===== config.mk =====
export PLATFORM = sky130hd
export DESIGN_NAME = serial_add_ctrl_flat
export DESIGN_NICKNAME = d
export VERILOG_FILES = /design/src/rtl/serial_add_ctrl_if.sv /design/src/rtl/serial_add_ctrl.sv /design/src/flat_wrapper.sv
export SDC_FILE = /design/constraint.sdc
export NUM_CORES = 1
export LEC_CHECK = 0
export CORE_ASPECT_RATIO = 0.75
export CORE_MARGIN = 5
export CORE_UTILIZATION = 54
export DETAILED_ROUTE_END_ITERATION = 16
export PLACE_DENSITY = 0.91
export SLEW_MARGIN = 20
export SYNTH_ARGS = -nofsm -noshare
export SYNTH_HDL_FRONTEND = slang
export SYNTH_SLANG_ARGS = --single-unit

===== constraint.sdc =====
create_clock -name clk -period 4 [get_ports clk]
set_input_delay 0.6 -clock clk [delete_from_list [all_inputs] [get_ports clk]]
set_output_delay 0.6 -clock clk [all_outputs]
set_load 0.005 [all_outputs]

===== src/rtl/serial_add_ctrl_if.sv =====
// rtl/serial_add_ctrl_if.sv - host-side bundle for the bit-serial adder sequencer
interface serial_add_ctrl_if #(
    parameter int WIDTH = 8
) ();
    logic             start;
    logic             sub;
    logic [WIDTH-1:0] op_a;
    logic [WIDTH-1:0] op_b;
    logic             cin;
    logic             abort;
    logic             busy;
    logic             done;
    logic [WIDTH-1:0] sum;
    logic             cout;
    logic             overflow;

    modport master (
        output start, sub, op_a, op_b, cin, abort,
        input  busy, done, sum, cout, overflow
    );

    modport slave (
        input  start, sub, op_a, op_b, cin, abort,
        output busy, done, sum, cout, overflow
    );
endinterface


===== src/rtl/serial_add_ctrl.sv =====
// rtl/serial_add_ctrl.sv - LSB-first bit-serial add/subtract using one full-adder cell
module serial_add_ctrl #(
    parameter int WIDTH = 8
) (
    input  logic              clk,
    input  logic              rst_n,
    serial_add_ctrl_if.slave  bus
);
    localparam int CW = $clog2(WIDTH);

    typedef enum logic [1:0] {
        IDLE = 2'd0,
        RUN  = 2'd1,
        DONE = 2'd2
    } state_t;

    state_t           state_q, state_d;
    logic [WIDTH-1:0] a_q, a_d;
    logic [WIDTH-1:0] b_q, b_d;
    logic [WIDTH-1:0] part_q, part_d;
    logic             carry_q, carry_d;
    logic [CW-1:0]    cnt_q, cnt_d;
    logic [WIDTH-1:0] sum_q, sum_d;
    logic             cout_q, cout_d;
    logic             ovf_q, ovf_d;

    logic fa_s;
    logic fa_c;
    logic last_bit;

    always_ff @(posedge clk or negedge rst_n) begin
        if (!rst_n) begin
            state_q <= IDLE;
            a_q     <= '0;
            b_q     <= '0;
            part_q  <= '0;
            carry_q <= 1'b0;
            cnt_q   <= '0;
            sum_q   <= '0;
            cout_q  <= 1'b0;
            ovf_q   <= 1'b0;
        end else begin
            state_q <= state_d;
            a_q     <= a_d;
            b_q     <= b_d;
            part_q  <= part_d;
            carry_q <= carry_d;
            cnt_q   <= cnt_d;
            sum_q   <= sum_d;
            cout_q  <= cout_d;
            ovf_q   <= ovf_d;
        end
    end

    always_comb begin
        fa_s     = a_q[0] ^ b_q[0] ^ carry_q;
        fa_c     = (a_q[0] & b_q[0]) | (carry_q & (a_q[0] ^ b_q[0]));
        last_bit = (cnt_q == CW'(WIDTH - 1));

        state_d = state_q;
        a_d     = a_q;
        b_d     = b_q;
        part_d  = part_q;
        carry_d = carry_q;
        cnt_d   = cnt_q;
        sum_d   = sum_q;
        cout_d  = cout_q;
        ovf_d   = ovf_q;

        case (state_q)
            IDLE: begin
                if (bus.start) begin
                    a_d     = bus.op_a;
                    b_d     = bus.sub ? ~bus.op_b : bus.op_b;
                    carry_d = bus.sub ? 1'b1 : bus.cin;
                    part_d  = '0;
                    cnt_d   = '0;
                    state_d = RUN;
                end
            end
            RUN: begin
                // abort outranks the final bit: results stay untouched
                if (bus.abort) begin
                    state_d = IDLE;
                end else begin
                    a_d     = a_q >> 1;
                    b_d     = b_q >> 1;
                    part_d  = {fa_s, part_q[WIDTH-1:1]};
                    carry_d = fa_c;
                    if (last_bit) begin
                        // carry_q here is the carry into the MSB
                        sum_d   = {fa_s, part_q[WIDTH-1:1]};
                        cout_d  = fa_c;
                        ovf_d   = carry_q ^ fa_c;
                        state_d = DONE;
                    end else begin
                        cnt_d = cnt_q + CW'(1);
                    end
                end
            end
            DONE: begin
                state_d = IDLE;
            end
            default: begin
                state_d = IDLE;
            end
        endcase
    end

    assign bus.busy     = (state_q != IDLE);
    assign bus.done     = (state_q == DONE);
    assign bus.sum      = sum_q;
    assign bus.cout     = cout_q;
    assign bus.overflow = ovf_q;
endmodule

===== src/flat_wrapper.sv =====
// flat-port wrapper written by rule: the top's interface ports become plain ports
module serial_add_ctrl_flat 
#(
    parameter int WIDTH = 8
)
  (clk, rst_n, bus_start, bus_sub, bus_op_a, bus_op_b, bus_cin, bus_abort, bus_busy, bus_done, bus_sum, bus_cout, bus_overflow);
  serial_add_ctrl_if #(.WIDTH(WIDTH)) bus_i ();
  input  logic clk;
  input  logic rst_n;
  input wire logic [$bits(bus_i.start)-1:0] bus_start;
  input wire logic [$bits(bus_i.sub)-1:0] bus_sub;
  input wire logic [$bits(bus_i.op_a)-1:0] bus_op_a;
  input wire logic [$bits(bus_i.op_b)-1:0] bus_op_b;
  input wire logic [$bits(bus_i.cin)-1:0] bus_cin;
  input wire logic [$bits(bus_i.abort)-1:0] bus_abort;
  output wire logic [$bits(bus_i.busy)-1:0] bus_busy;
  output wire logic [$bits(bus_i.done)-1:0] bus_done;
  output wire logic [$bits(bus_i.sum)-1:0] bus_sum;
  output wire logic [$bits(bus_i.cout)-1:0] bus_cout;
  output wire logic [$bits(bus_i.overflow)-1:0] bus_overflow;
  assign bus_i.start = bus_start;
  assign bus_i.sub = bus_sub;
  assign bus_i.op_a = bus_op_a;
  assign bus_i.op_b = bus_op_b;
  assign bus_i.cin = bus_cin;
  assign bus_i.abort = bus_abort;
  assign bus_busy = bus_i.busy;
  assign bus_done = bus_i.done;
  assign bus_sum = bus_i.sum;
  assign bus_cout = bus_i.cout;
  assign bus_overflow = bus_i.overflow;
  serial_add_ctrl #(.WIDTH(WIDTH)) u_core (.clk(clk), .rst_n(rst_n), .bus(bus_i));
endmodule

Word level (Yosys, flattened, before mapping)

Index checks and enable logic that the tools add are counted.
W data, S select, Z words.

Eq/ne operators: 7
$add $sub $neg: 1
Reduce and logical (&&, ||, !) cells: 7
Multiplexer cells: 22
Bitwise operators: 8

Operators with widths:

| operator              | count |
|---|---|
| $mux W8               | 7 |
| $pmux W8 S2           | 3 |
| $mux W3               | 3 |
| $not A8 Y8            | 1 |
| $mux W2               | 3 |
| $ne A2 B2 Y1 const B  | 3 |
| $pmux W3 S2           | 1 |
| $reduce_and A3 Y1     | 2 |
| $pmux W2 S2           | 1 |
| $reduce_and A4 Y1     | 1 |
| $reduce_bool A2 Y1    | 2 |
| $add A3 B1 Y3 const B | 1 |
| $eq A3 B3 Y1 const B  | 1 |
| $mux W1               | 3 |
| $ne A3 B2 Y1 const B  | 1 |
| $xor A1 B1 Y1         | 3 |
| $and A1 B1 Y1         | 2 |
| $eq A2 B1 Y1 const B  | 1 |
| $eq A2 B2 Y1 const B  | 1 |
| $logic_not A2 Y1      | 1 |
| $pmux W1 S2           | 1 |
| $reduce_and A2 Y1     | 1 |
| $not A1 Y1            | 1 |
| $or A1 B1 Y1          | 1 |

Register bits after elaboration: 40
Bits of input ports: 22
Output and inout bits: 12
Word-level logic and storage cells: 54

Longest topological paths before layout

Depth in word-level cells: 5
Depth in mapped cells: 5
Depth with buffers taken out: 5

Worst setup path before layout

No wires, ideal clock.

Kind: reg-to-reg
From: reg u_core.cnt_q[0]
To: reg u_core.cnt_q[1]
Stages on the path, launching flop included: 6
Setup slack: 2,247 ps
Arrival: 1,674 ps
Buffers on the path: 0
Period minus slack after synthesis: 1,753 ps
Required time: 3,921 ps
Library setup time: 79 ps
Path through: dfrtp_1 -> ha_1 -> ha_1 -> or3b_2 -> a21oi_1 -> mux2i_1

Word-level cells in the longest chain between the ends: 4
Elaborated cells between the ends (all ways): 7
Those cells by class: 1 x add/sub; 2 x eq/ne; 3 x mux; 1 x reduce/logical

RTL lines:

| element                  | line                  | text |
|---|---|---|
| start: declaration       | serial_add_ctrl.sv:22 | `logic [CW-1:0] cnt_q, cnt_d;` |
| start signal: assignment | serial_add_ctrl.sv:48 | `cnt_q <= cnt_d;` |
| $add A3 B1 Y3            | serial_add_ctrl.sv:97 | `cnt_d = cnt_q + CW'(1);` |
| $mux W3                  | serial_add_ctrl.sv:90 | `if (last_bit) begin` |
| $mux W3                  | serial_add_ctrl.sv:83 | `if (bus.abort) begin` |
| $pmux W3 S2              | serial_add_ctrl.sv:70 | `case (state_q)` |

Parallel ways exist; a longest one is shown, timed or not. The select of a mux whose other input is x is not followed.
A chain may end at the register's enable or synchronous reset.

Worst setup path in the final report

From: reg u_core.state_q[1]
To: out bus_busy

Word-level cells in the longest chain between the ends: 1

RTL lines:

| element                  | line                   | text |
|---|---|---|
| start: declaration       | serial_add_ctrl.sv:17  | `state_t state_q, state_d;` |
| start signal: assignment | serial_add_ctrl.sv:43  | `state_q <= state_d;` |
| $reduce_bool A2 Y1       | serial_add_ctrl.sv:110 | `assign bus.busy = (state_q != IDLE);` |
| end: declaration         | flat_wrapper.sv:16     | `output wire logic [$bits(bus_i.busy)-1:0] bus_busy;` |

No other way between the ends.

==> impl_metrics.env <==
export IMPL_fillers=232
export IMPL_synth_ff_type="dfrtp_1"
export IMPL_syn_num_nets=156
export IMPL_portBuffers=33
export IMPL_crit_slowest_cell="dfrtp_1"
export IMPL_seq_area_frac_synth=0.539
export IMPL_holdBufCountCts=0
export IMPL_drcViolationCount=0
export IMPL_vias=1093
export IMPL_antenna_cells=0
export IMPL_cts_tree="built"
export IMPL_nNetsFinal=191
export IMPL_yosys_top_cells_count="dfrtp_1, mux2_2, mux2i_1, a22o_1, inv_1"
export IMPL_clkLatencyLatePin_ns=0.29
export IMPL_postCtsSetupRepairBufs=0
export IMPL_placementRows=18
export IMPL_crit_required_ns=3.40
export IMPL_h_tree_depth=2
export IMPL_finalWeightedCongestion=0.729
export IMPL_postSynth_asyncResetShare=1.00
export IMPL_grt_overflow_total=0
export IMPL_min_period_ns=2.12
export IMPL_slew_headroom=0.441
export IMPL_fin_skew_ns=0.00740
export IMPL_grt_max_degree=40
export IMPL_crit_arrival_ns=1.52
export IMPL_synth_top_area_share=0.539
export IMPL_drv_slew=0
export IMPL_die_width_microns=76.8
export IMPL_fin_util=0.686
export IMPL_cp_cell_sequence="nor2_1 -> inv_1 -> clkdlybuf4s50_1"
export IMPL_p_leak_nw=1.04
export IMPL_syn_instance_count=131
export IMPL_rsz0062_at_grt="false"
export IMPL_core_area_sq_um=3270
export IMPL_wirelength_microns=3340
export IMPL_start_util=0.554
export IMPL_start_kind="flip-flop"
export IMPL_synth_area_leaders="dfrtp_1, mux2_2, mux2i_1"
export IMPL_cts_root_buf="clkbuf_8"
export IMPL_place_ws_ns=1.55
export IMPL_max_slew_worst_pin_slew_ns=0.839
export IMPL_ios=34
export IMPL_synth_edf_count=0
export IMPL_drt_initial_drc_count=65
export IMPL_crit_path_max_incr_delay_ns=0.48
export IMPL_yosysUniqueCellTypes=27
export IMPL_fin_ws_ns=1.88
export IMPL_post_cts_resized=0
export IMPL_avgSynthCellArea_sq_um=13.8
export IMPL_synth_area_sq_um=1810
export IMPL_grt_pass1_vias=1202
export IMPL_yosysMostFrequentCell="dfrtp_1"
export IMPL_max_vdd_ir_drop_v=0.000311
export IMPL_yosysWarnings=0
export IMPL_antenna_found_initial=0
export IMPL_finalSetupViolations=0
export IMPL_whs_ns=0.412
export IMPL_crit_type="flip-flop to primary output"
export IMPL_hp_class="input pin to asynchronous set/reset pin"
export IMPL_fin_crit_sh=0.531
export IMPL_wl_per_cell_microns=16.2
export IMPL_dp_hpwl_microns=2500
export IMPL_path_clk_slew_ns=0.07
export IMPL_avgViaCountPerCell=5.28
export IMPL_clock_sinks=39
export IMPL_cts_buffers=5
export IMPL_synth_seq_cells=39
export IMPL_grt_util_all_layers=0.161
export IMPL_endpoint_kind="primary output"
export IMPL_drv_cap=0
export IMPL_die_h_microns=60.1
export IMPL_hold_violations=0
export IMPL_clock_path_buffers=2
export IMPL_fmax_ghz=0.471
export IMPL_setup_tns_ns=0
export IMPL_ant_nets=0
export IMPL_status="completed"
export IMPL_drive_gt1_frac=0.275
export IMPL_powerDensity_nw_per_um2=520
export IMPL_synth_largest_area_cell="dfrtp_1"
export IMPL_crit_fanout=7
export IMPL_dieArea_sq_um=4620
export IMPL_area_growth_pct=23.9
export IMPL_dr_pass1_iters=4
export IMPL_grt_pass1_wl_microns=5780
layer usage:
| metal | share of wire | global-route usage | routed length, microns |
|---|---|---|---|
| met5 | 0 | 0 | 0 |
| met2 | 0.50 | 0.284 | 1680 |
| met4 | 0.0063 | 0.0374 | 21 |
| met3 | 0.049 | 0.0527 | 164 |
| met1 | 0.44 | 0.195 | 1480 |
where the power goes:
| group | total (mW) | switching (mW) | internal, mW |
|---|---|---|---|
| registers | 0.570 | 0.0672 | 0.503 |
| clock network | 0.257 | 0.135 | 0.122 |
| logic | 0.338 | 0.137 | 0.200 |
kinds of logic (layout without fill, tap and decap cells):
kind of cell / count (synthesis) / after routing / synth area share
multiplexers: 42 / 42 / 0.256
flip-flops: 39 / 39 / 0.539
AND/OR/NAND/NOR: 13 / 13 / 0.0484
buffers and inverters: 13 / 49 / 0.0346
AO/OA/AOI/OAI: 12 / 12 / 0.0532
XOR/XNOR: 9 / 9 / 0.0436
adder cells (fa/ha/maj): 3 / 3 / 0.0249
cells in the final DEF (no fill, tap or decap), drive strengths merged:
master	n
a21oi	2
a22o	7
a32o	1
and2b	1
buf	2
clkbuf	6
clkdlybuf4s50	32
clkinv	1
clkinvlp	1
dfrtp	39
fa	1
ha	2
inv	7
mux2	34
mux2i	8
nand2	2
nand2b	2
nand3b	1
nor2	3
nor2b	1
nor3b	1
o21ai	1
o22ai	1
or2b	1
or3b	1
xnor2	3
xor2	6
critical path: cells and delay by family, from the launching register on:
family | cells | cell delay (ns)
buffers and inverters | 2 | 0.50
flip-flops | 1 | 0.48
AND/OR/NAND/NOR | 1 | 0.26
through the flow:
step                power, mW  cells  cell area, sq um
floorplan               0.801    131              1810
global placement        0.887    199              2160
detailed placement      0.922    199              2160
CTS                      1.18    207              2240
global route             1.23    207              2240
finish                   1.17    207              2240
layout make-up:
type	count	area, sq um	area share
inverters	7	26.3	0.0117
repair buffers	34	333	0.149
clock inverters	2	12.5	0.00558
multi-input cells	79	771	0.344
flip-flops and latches	39	976	0.436
clock buffers	6	72.6	0.0324
well taps	40	50.0	0.0223
final timing paths:
check                                  startpoint           endpoint  slack (ns)  depth (start not counted)
worst min-delay path                        rst_n  u_core.bus.sum[0]        0.41                          1
max in group asynchronous                   rst_n      u_core.b_q[0]        3.06                          1
min in group clk                    u_core.a_q[7]      u_core.a_q[7]        0.50                          1
worst max-delay path            u_core.state_q[1]           bus_busy        1.88                          3
worst max register to register    u_core.cnt_q[0]    u_core.cnt_q[1]        2.05                          5
worst min register to register      u_core.a_q[7]      u_core.a_q[7]        0.50                          1
flip-flops by register name (all words and copies together), names as in the netlist:
name,cells
u_core.bus.cout,1
u_core.cnt_q,3
u_core.state_q,2
u_core.bus.sum,8
u_core.b_q,8
u_core.carry_q,1
u_core.bus.overflow,1
u_core.a_q,8
u_core.part_q,7
(Power assumes the default switching activity.)
